## src/rtl/processor_status.sv

```systemverilog
// 6502 processor status register (P).
// Holds C, Z, I, D, V and N. The flags load from the ALU, from the internal
// data bus or from decoder set/clear strobes. P is driven onto the bus for
// pushes, and a copy of I is delayed to the instruction boundary for IRQ
// polling. Bits 5 and 4 of P are not stored and always read as 1.
module processor_status #(
  parameter logic [7:0] RESET_P = 8'h34
) (
  input  logic       i_clk,
  input  logic       i_reset_n,
  input  logic [7:0] i_db,
  input  logic       i_acr,
  input  logic       i_avr,
  input  logic       i_ir5,
  input  logic       i_db0_c,
  input  logic       i_ir5_c,
  input  logic       i_acr_c,
  input  logic       i_dbz_z,
  input  logic       i_db1_z,
  input  logic       i_db2_i,
  input  logic       i_ir5_i,
  input  logic       i_set_i,
  input  logic       i_db3_d,
  input  logic       i_ir5_d,
  input  logic       i_db6_v,
  input  logic       i_avr_v,
  input  logic       i_clr_v,
  input  logic       i_db7_n,
  input  logic       i_sync,
  input  logic       i_p_db,
  input  logic       i_brk_bit,
  output logic [7:0] o_p,
  output logic [7:0] o_db,
  output logic       o_carry,
  output logic       o_decimal,
  output logic       o_irq_mask
);

  logic flag_c, flag_z, flag_i, flag_d, flag_v, flag_n;
  logic irq_mask;

  // Flag registers. Each flag has its own priority chain and holds when none
  // of its controls is active.
  always_ff @(posedge i_clk or negedge i_reset_n) begin
    if (!i_reset_n) begin
      flag_c <= RESET_P[0];
      flag_z <= RESET_P[1];
      flag_i <= RESET_P[2];
      flag_d <= RESET_P[3];
      flag_v <= RESET_P[6];
      flag_n <= RESET_P[7];
    end else begin
      if (i_acr_c)      flag_c <= i_acr;
      else if (i_db0_c) flag_c <= i_db[0];
      else if (i_ir5_c) flag_c <= i_ir5;

      if (i_dbz_z)      flag_z <= (i_db == 8'h00);
      else if (i_db1_z) flag_z <= i_db[1];

      if (i_set_i)      flag_i <= 1'b1;
      else if (i_db2_i) flag_i <= i_db[2];
      else if (i_ir5_i) flag_i <= i_ir5;

      if (i_db3_d)      flag_d <= i_db[3];
      else if (i_ir5_d) flag_d <= i_ir5;

      if (i_clr_v)      flag_v <= 1'b0;
      else if (i_avr_v) flag_v <= i_avr;
      else if (i_db6_v) flag_v <= i_db[6];

      if (i_db7_n)      flag_n <= i_db[7];
    end
  end

  // IRQ mask samples I only at the opcode fetch, so a write to I takes effect
  // for polling one instruction later; a write on the same edge is not seen.
  always_ff @(posedge i_clk or negedge i_reset_n) begin
    if (!i_reset_n) begin
      irq_mask <= 1'b1;
    end else if (i_sync) begin
      irq_mask <= flag_i;
    end
  end

  // Status views. The pushed byte reflects P before any update on the
  // coming edge, with bit 4 distinguishing BRK/PHP from IRQ/NMI.
  always_comb begin
    o_p        = {flag_n, flag_v, 2'b11, flag_d, flag_i, flag_z, flag_c};
    o_db       = 8'hFF;
    if (i_p_db) begin
      o_db = {flag_n, flag_v, 1'b1, i_brk_bit, flag_d, flag_i, flag_z, flag_c};
    end
    o_carry    = flag_c;
    o_decimal  = flag_d;
    o_irq_mask = irq_mask;
  end

endmodule

```

## config.mk

```make
export PLATFORM = sky130hd
export DESIGN_NAME = processor_status
export DESIGN_NICKNAME = d
export VERILOG_FILES = /design/src/rtl/processor_status.sv
export SDC_FILE = /design/constraint.sdc
export NUM_CORES = 1
export LEC_CHECK = 0
export BUFFER_PORTS_ARGS = -buffer_cell sky130_fd_sc_hd__buf_2
export CAP_MARGIN = 20
export CORE_AREA = 3 3 40 42
export DETAILED_ROUTE_END_ITERATION = 7
export DIE_AREA = 0 0 43 45
export PLACE_DENSITY_LB_ADDON = 0.2
export SLEW_MARGIN = 20
export SYNTH_ARGS = -nofsm -noshare
export SYNTH_HDL_FRONTEND = slang
export SYNTH_SLANG_ARGS = --single-unit
export TNS_END_PERCENT = 100
```

## constraint.sdc

```tcl
create_clock -name i_clk -period 1.7 [get_ports i_clk]
set_clock_uncertainty 0.15 [all_clocks]
set_input_delay 0.34 -clock i_clk [delete_from_list [all_inputs] [get_ports i_clk]]
set_output_delay 0.34 -clock i_clk [all_outputs]
set_load 0.1 [all_outputs]
```

After elaboration in Yosys (flattened, before gate mapping) --
Index checks and enable logic that the tools add are counted.
Operators by class: reductions and logical operators 6, mux-type cells 14
Operator list (number):
- 2-to-1 mux 1 bit | 13
- nonzero test 3 bit | 3
- logical NOT 8 bit | 1
- 2-to-1 mux 8 bit | 1
- nonzero test 2 bit | 2
Word-level totals: input port bits 30, word-level logic and storage cells 27, bits in registers 7, output and inout port bits 19

Depth between registers and ports, before layout --
Gate-level depths: netlist of the first run.
depth in word-level cells 3, depth in mapped cells 3, mapped depth without buffers 3

Worst setup path before layout of the first run --
OpenSTA, ideal clock, no wires.
path kind register to output, start register flag_d (netlist: o_decimal), end output port o_db[3], required time 1210 ps, cell stages (with the launch flop) 2, arrival 1795 ps, path slack -585 ps, buffers on the path 0, cells stage by stage dfrtp_1 > nand2b_1
On the way: word-level cells in the longest chain between the ends 1
Ends and longest elaborated chain:
- from (decl) | line 39 | logic flag_c, flag_z, flag_i, flag_d, flag_v, flag_n;
- from (signal assigned) | line 49 | flag_d <= RESET_P[3];
- from (signal assigned) | line 64 | if (i_db3_d) flag_d <= i_db[3];
- from (signal assigned) | line 65 | else if (i_ir5_d) flag_d <= i_ir5;
- 2-to-1 mux 8 bit | line 90 | if (i_p_db) begin
- to (decl) | line 33 | output logic [7:0] o_db,
Every way passes these cells.

Final worst setup path of the first run --
start register flag_i, end output port o_db[2]
On the way: word-level cells in the longest chain between the ends 1
Ends and longest elaborated chain:
- from (decl) | line 39
- from (signal assigned) | line 48 | flag_i <= RESET_P[2];
- from (signal assigned) | line 61 | else if (i_db2_i) flag_i <= i_db[2];
- from (signal assigned) | line 62 | else if (i_ir5_i) flag_i <= i_ir5;
- 2-to-1 mux 8 bit | line 90
Every way passes these cells.

==> metrics.txt, run 1 <==
maximum fanout along the worst path=4; number of distinct library cells after synthesis=14; final slew viol count=0; maximum cell stage delay along the critical path=0.56 ns; status=complete, no violations; clk_lat worst skew=0.25 ns; TritonCTS clock tree=done; switching share of power=roughly half; startpoint types=register; Overall Global Routing Usage=about an eighth; Final Net Count=118; area growth from synthesis to layout=82.5%; hold path startpoint=i_clr_v; Horiz. Die Dim=roughly 43 um; cell with the biggest individual delay on the critical path=sky130_fd_sc_hd__dfstp_2; combinational share of power=55.0%; fillers=109; total power after layout=770 uW; row count=13; area of the multi-input gates=224 sq um; Finished Cell Area=820 sq um; portion of the clock cycle consumed by the worst path in the final layout=95.5%; footprint of the flip-flops and latches=180 sq um; number of antenna violations at the first check in global routing=0; Yosys warnings=0; count of port buffers added during placement=between 40 and 50; number of diodes added for antenna fixing=0; FMAX=616 MHz; Crit path max-delay family=flip-flops; vertical die dimension=45 um; final global-route overflow total=0; total vias in the final route=460; crit path launch=flag_i$_DFFE_PN1P_; kind of critical path=reg -> out; Finished Core Util=63.8%; proportion of netlist area held by the largest area contributor=27.9%; deepest clock path buffer count=2; number of buffers and inverters on the critical path=1; final critical-path required period=1.62 ns; Starting Density=35.0%; crit path setup slack, layout=0.0763 ns; number of buffers created by CTS=3; classification of the worst-slack hold path=in -> reg; number of global-route vias before repair=441; static leakage=about 0.43 nW; TritonRoute pass-1 iters=4; chain of cells forming the critical path=nand2b_2 > buf_12; element type at the critical path end=output port; wire length of the first global-routing pass=1750 um; cell area after placement=783 sq um; Floorplan Core Area=approximately 1300 sq um; Clock Root Buffer=sky130_fd_sc_hd__clkbuf_4; final hold violation count=0; fraction of power consumed by the clock network=roughly a fifth; number of flip-flops and latches in the synthesized netlist=7; io pins=49; area enclosed by the die boundary=1940 sq um; placer congestion estimate=roughly 0.71; layout cell share with drive strength beyond 1=66.7%; launch point of the worst reg-to-reg path=o_carry$_DFFE_PN0P_; ranking of synthesized cells by area=sky130_fd_sc_hd__dfrtp_1 (28%), sky130_fd_sc_hd__buf_4 (15%), sky130_fd_sc_hd__dfstp_2 (12%); Worst EP required=1.21 ns; antenna viol nets, final=0; net load switching power=375 uW; Critical Path AT=~1.1 ns; post-synthesis average cell area=10.2 sq um; sequential share of power=25.5%; internal power component=396 uW; summed instance area of the synthesized netlist=449 sq um; gate count of the mapped netlist=44; post-synthesis cell type with the largest combined area=sky130_fd_sc_hd__dfrtp_1; # Max-Cap Violations=0; share of the yosys chip area belonging to registers=39.6%; setup violators final=0; maximum ir drop on the vdd rail=0.000446 V; Clk pin slew, worst setup/hold paths=roughly 0.050 ns; setup fix buffers added after clock tree synthesis=0; clk sinks=7; power density over cell area=about 940 nW/um^2; Setup WS pre-CTS=0.337 ns; number of DRC markers after the initial detailed-route iteration=6; aggregate routed wire length=roughly 1200 um; DRC=0; routed vias/inst=4.51; largest net degree at the start of global routing=8; placed wire-length estimate after detailed placement=between 1000 and 1500 um; RSZ-0062 raised after global routing=false; CTS H-tree depth=1; routed length per placed instance=between 10 and 15 um
[metrics by stage]
stage	setup TNS (ns)	hold slack, ns	cells
2_1_floorplan	-0.0238	-0.106	46
5_1_grt	0	0.0920	102
4_1_cts	0	0.0781	102
3_3_place_gp	0	0.0308	97
6_report	0	0.0878	102
3_5_place_dp	0	0.0341	97
[registers in the layout, summed over array words and instances (netlist names)]
name	cells
flag_n	1
flag_v	1
o_decimal	1
o_carry	1
flag_z	1
o_irq_mask	1
flag_i	1
[timing repair]
item	in CTS	in global routing
hold buffers	1	0
endpoints found under the hold margin	7	0
setup endpoints to repair	0	0
gates resized for setup	0	0
[final cells by class]
type                            instances  share of cell area (%)
Clock buffer                            4                    3.21
Multi-Input combinational cell         30                    27.3
Sequential cell                         7                    22.0
Tap cell                               15                    2.29
Timing Repair Buffer                   46                    45.2
[metal layers]
layer | share of wire [%] | vias up | track usage [%]
met2 | 51 | 31 | 22.5
li1 | - | 225 | -
met1 | 35 | 204 | 12.1
met5 | 0 | - | 0
met3 | 14 | 0 | 4.78
met4 | 0 | 0 | 7.23
[path summary, 6_finish.rpt]
path	to	slack [ns]	cells past startpoint
max in group asynchronous	o_irq_mask$_DFFE_PN1P_	0.85	2
hold / removal	flag_v$_DFFE_PN0P_	0.09	2
setup / recovery	o_db[2]	0.08	2
min in group asynchronous	flag_n$_DFFE_PN0P_	0.32	2
hold reg to reg	flag_n$_DFFE_PN0P_	0.37	1
setup reg to reg	o_carry$_DFFE_PN0P_	0.55	3
[power by group through the flow]
stage | sequential [mW] | clock (mW) | combinational, mW
2_1_floorplan | 0.248 | 0 | 0.261
3_3_place_gp | 0.199 | 0 | 0.421
3_5_place_dp | 0.200 | 0 | 0.425
4_1_cts | 0.197 | 0.157 | 0.427
5_1_grt | 0.199 | 0.171 | 0.436
6_report | 0.197 | 0.150 | 0.424
[Yosys cell counts]
master and number:
sky130_fd_sc_hd__buf_4 9, sky130_fd_sc_hd__nand2b_1 8, sky130_fd_sc_hd__dfrtp_1 5, sky130_fd_sc_hd__mux2i_1 5, sky130_fd_sc_hd__mux2_2 3, sky130_fd_sc_hd__dfstp_2 2
sky130_fd_sc_hd__mux2_1 2, sky130_fd_sc_hd__nand2_1 2, sky130_fd_sc_hd__nor4_1 2, sky130_fd_sc_hd__o21ai_0 2, sky130_fd_sc_hd__conb_1 1, sky130_fd_sc_hd__nand3_1 1
sky130_fd_sc_hd__nor2_1 1, sky130_fd_sc_hd__o21ai_1 1
[layout by cell type, fill, tap and decap left out]
cell / Yosys / final
sky130_fd_sc_hd__buf_2: 0 / 36
sky130_fd_sc_hd__buf_12: 0 / 9
sky130_fd_sc_hd__nand2b_1: 8 / 5
sky130_fd_sc_hd__mux2i_1: 5 / 5
sky130_fd_sc_hd__mux2_2: 3 / 3
sky130_fd_sc_hd__conb_1: 1 / 3
sky130_fd_sc_hd__clkbuf_4: 0 / 3
sky130_fd_sc_hd__dfrtp_1: 5 / 3
sky130_fd_sc_hd__nand2b_2: 0 / 2
sky130_fd_sc_hd__mux2_1: 2 / 2
sky130_fd_sc_hd__nand2_1: 2 / 2
sky130_fd_sc_hd__o21ai_0: 2 / 2
sky130_fd_sc_hd__nor4_1: 2 / 2
sky130_fd_sc_hd__dfstp_2: 2 / 2
sky130_fd_sc_hd__dfrtp_2: 0 / 2
sky130_fd_sc_hd__nand2b_4: 0 / 1
sky130_fd_sc_hd__o21ai_1: 1 / 1
sky130_fd_sc_hd__nor2_1: 1 / 1
sky130_fd_sc_hd__nand3_1: 1 / 1
sky130_fd_sc_hd__clkbuf_1: 0 / 1
sky130_fd_sc_hd__dlygate4sd3_1: 0 / 1
[logic make-up (layout without fill, tap and decap cells)]
group	Yosys count	in the layout	share of synthesized area [%]
mux	10	10	23.7
simple gates	14	14	17.5
other cells	1	3	0.835
flops	7	7	39.6
buf+inv	9	50	15.0
compound gates	3	3	3.34
Note: power is estimated with default switching activity, not from simulation.
==> inputs of run 2 (changes only) <==
--- a/config.mk
+++ b/config.mk
@@ -5,12 +5,13 @@
 export SDC_FILE = /design/constraint.sdc
 export NUM_CORES = 1
 export LEC_CHECK = 0
+export ABC_CLOCK_PERIOD_IN_PS = 1700
 export BUFFER_PORTS_ARGS = -buffer_cell sky130_fd_sc_hd__buf_2
 export CAP_MARGIN = 20
 export CORE_AREA = 3 3 40 42
 export DETAILED_ROUTE_END_ITERATION = 7
 export DIE_AREA = 0 0 43 45
-export PLACE_DENSITY_LB_ADDON = 0.2
+export PLACE_DENSITY = 0.88
 export SLEW_MARGIN = 20
 export SYNTH_ARGS = -nofsm -noshare
 export SYNTH_HDL_FRONTEND = slang
==> run 2 against run 1 <==
  * Sequential power about the same
  * Register-to-register slack worse by 0.02 ns
  * Maximum frequency is essentially flat
  * Clock-buffer cell count decreased by 1
  * Critical path type unchanged
  * Global-route usage up 1.1 points
  * Clock power about the same
  * Combinational power about the same
  * Cell count is the same
==> metrics.txt, run 2 (same netlist as run 1, synthesis figures left out) <==
status=complete, no violations; clk sinks=7 (unchanged); number of DRC markers after the initial detailed-route iteration=0 (-6); deepest clock path buffer count=2 (unchanged); # Max-Cap Violations=0 (unchanged); number of antenna violations at the first check in global routing=0 (unchanged); startpoint types=register; vertical die dimension=45 um (unchanged); TritonCTS clock tree=done; internal power component=392 uW (-0.93%); antenna viol nets, final=0 (unchanged); cell area after placement=783 sq um (unchanged); Final Net Count=118 (unchanged); static leakage=0.432 nW (+0.64%); Horiz. Die Dim=43 um (unchanged); classification of the worst-slack hold path=in -> reg; element type at the critical path end=output port; Worst Hold Path Cells=2 (unchanged); total vias in the final route=450 (-2.2%); largest net degree at the start of global routing=8 (unchanged); final hold violation count=0 (unchanged); Total Neg Setup Slack=0 ns (unchanged); FMAX=615 MHz (about the same); hold buffer count at cts=1 (unchanged); CTS H-tree depth=1 (unchanged); setup fix buffers added after clock tree synthesis=0 (unchanged); crit path setup slack, layout=0.0752 ns (-0.00109 ns); sequential share of power=25.5% (about the same); maximum fanout along the worst path=4 (unchanged); RSZ-0062 raised after global routing=false; Clock Root Buffer=sky130_fd_sc_hd__clkbuf_4; Fin Hold WS=0.0887 ns (+0.000939 ns); wire length of the first global-routing pass=1950 um (+11%); PostCTS Resize Cnt=0 (unchanged); number of global-route vias before repair=462 (+4.8%); count of port buffers added during placement=45 (unchanged); Finished Cell Area=821 sq um (+0.15%); number of buffers created by CTS=3 (unchanged); setup violators final=0 (unchanged); Setup WS pre-CTS=0.340 ns (+0.00240 ns); most frequent cells in the layout=sky130_fd_sc_hd__buf_2 (36), sky130_fd_sc_hd__buf_12 (9), sky130_fd_sc_hd__nand2b_1 (5), sky130_fd_sc_hd__mux2i_1 (5); area growth from synthesis to layout=82.7%; area enclosed by the die boundary=1940 sq um (unchanged); DRC=0 (unchanged); clk_lat worst skew=0.25 ns (about the same); placer congestion estimate=0.693 (-1.7%); kind of critical path=reg -> out; final global-route overflow total=0 (unchanged); final slew viol count=0 (unchanged); TritonRoute pass-1 iters=1 (-3); fraction of power consumed by the clock network=19.6% (about the same); maximum ir drop on the vdd rail=0.000500 V (+12%); Worst EP required=1.21 ns (about the same); Floorplan Core Area=1280 sq um (unchanged); io pins=49 (unchanged); aggregate routed wire length=1170 um (-2.3%); Clk pin slew, worst setup/hold paths=0.06 ns (about the same); Starting Density=35.0% (unchanged); total power after layout=771 uW (about the same); Critical Path AT=1.13 ns (about the same); row count=13 (unchanged); portion of the clock cycle consumed by the worst path in the final layout=95.6% (about the same); final critical-path required period=1.62 ns (+0.00109 ns); number of diodes added for antenna fixing=0 (unchanged); Overall Global Routing Usage=13.5% (+1.1 points); combinational share of power=54.9% (about the same); most common library cell in the layout ignoring fill and taps=sky130_fd_sc_hd__buf_2; routed vias/inst=4.41 (-2.2%); switching share of power=49.1% (+0.49 points); placed wire-length estimate after detailed placement=1010 um (-2.6%); net load switching power=379 uW (+1.0%); layout cell share with drive strength beyond 1=67.8% (+1.1 points); worst reg2reg path depth=3 (unchanged); routed length per placed instance=11.4 um (-2.3%); power density over cell area=939 nW/um^2 (-0.13%)
==> run 2: worst paths after layout <==
kind,endpoint,start,slack [ns]
setup / recovery,o_db[2],flag_i$_DFFE_PN1P_,0.08
hold / removal,flag_v$_DFFE_PN0P_,i_clr_v,0.09
setup reg to reg,o_carry$_DFFE_PN0P_,o_carry$_DFFE_PN0P_,0.53
hold reg to reg,flag_n$_DFFE_PN0P_,flag_n$_DFFE_PN0P_,0.38
max in group asynchronous,o_irq_mask$_DFFE_PN1P_,i_reset_n,0.85
min in group asynchronous,flag_n$_DFFE_PN0P_,i_reset_n,0.32
==> run 2: final cells by class <==
class                           instances  area (sq um)
Clock buffer                            3          22.5
Clock inverter                          1          5.00
Sequential cell                         7           180
Multi-Input combinational cell         30           224
Timing Repair Buffer                   46           370
Fill cell                             102           464
Tap cell                               15          18.8
==> run 2: power groups by stage <==
stage / clock network [mW] / registers (mW) / logic [mW]
2_1_floorplan: 0 / 0.248 / 0.261
3_3_place_gp: 0 / 0.199 / 0.420
3_5_place_dp: 0 / 0.200 / 0.423
4_1_cts: 0.158 / 0.197 / 0.425
5_1_grt: 0.175 / 0.199 / 0.437
6_report: 0.151 / 0.197 / 0.423
==> run 2: critical path, cell delays in order (launching register included) <==
cell and delay (ns):
sky130_fd_sc_hd__dfstp_2 0.57, sky130_fd_sc_hd__nand2b_2 0.15, sky130_fd_sc_hd__buf_12 0.17
==> run 2: through the flow <==
step	std cells	util, %
finish	102	63.9
CTS	102	63.9
global placement	97	61.0
detailed placement	97	61.0
global route	102	63.9
floorplan	46	-
==> run 2: metal layers <==
layer  global-route usage [%]  vias to the layer above  wire (um)
met5                        0                        -          0
met4                     6.02                        0          0
met3                     4.78                        0        152
met2                     24.6                       29        604
met1                     14.0                      198        409
li1                         -                      223          -
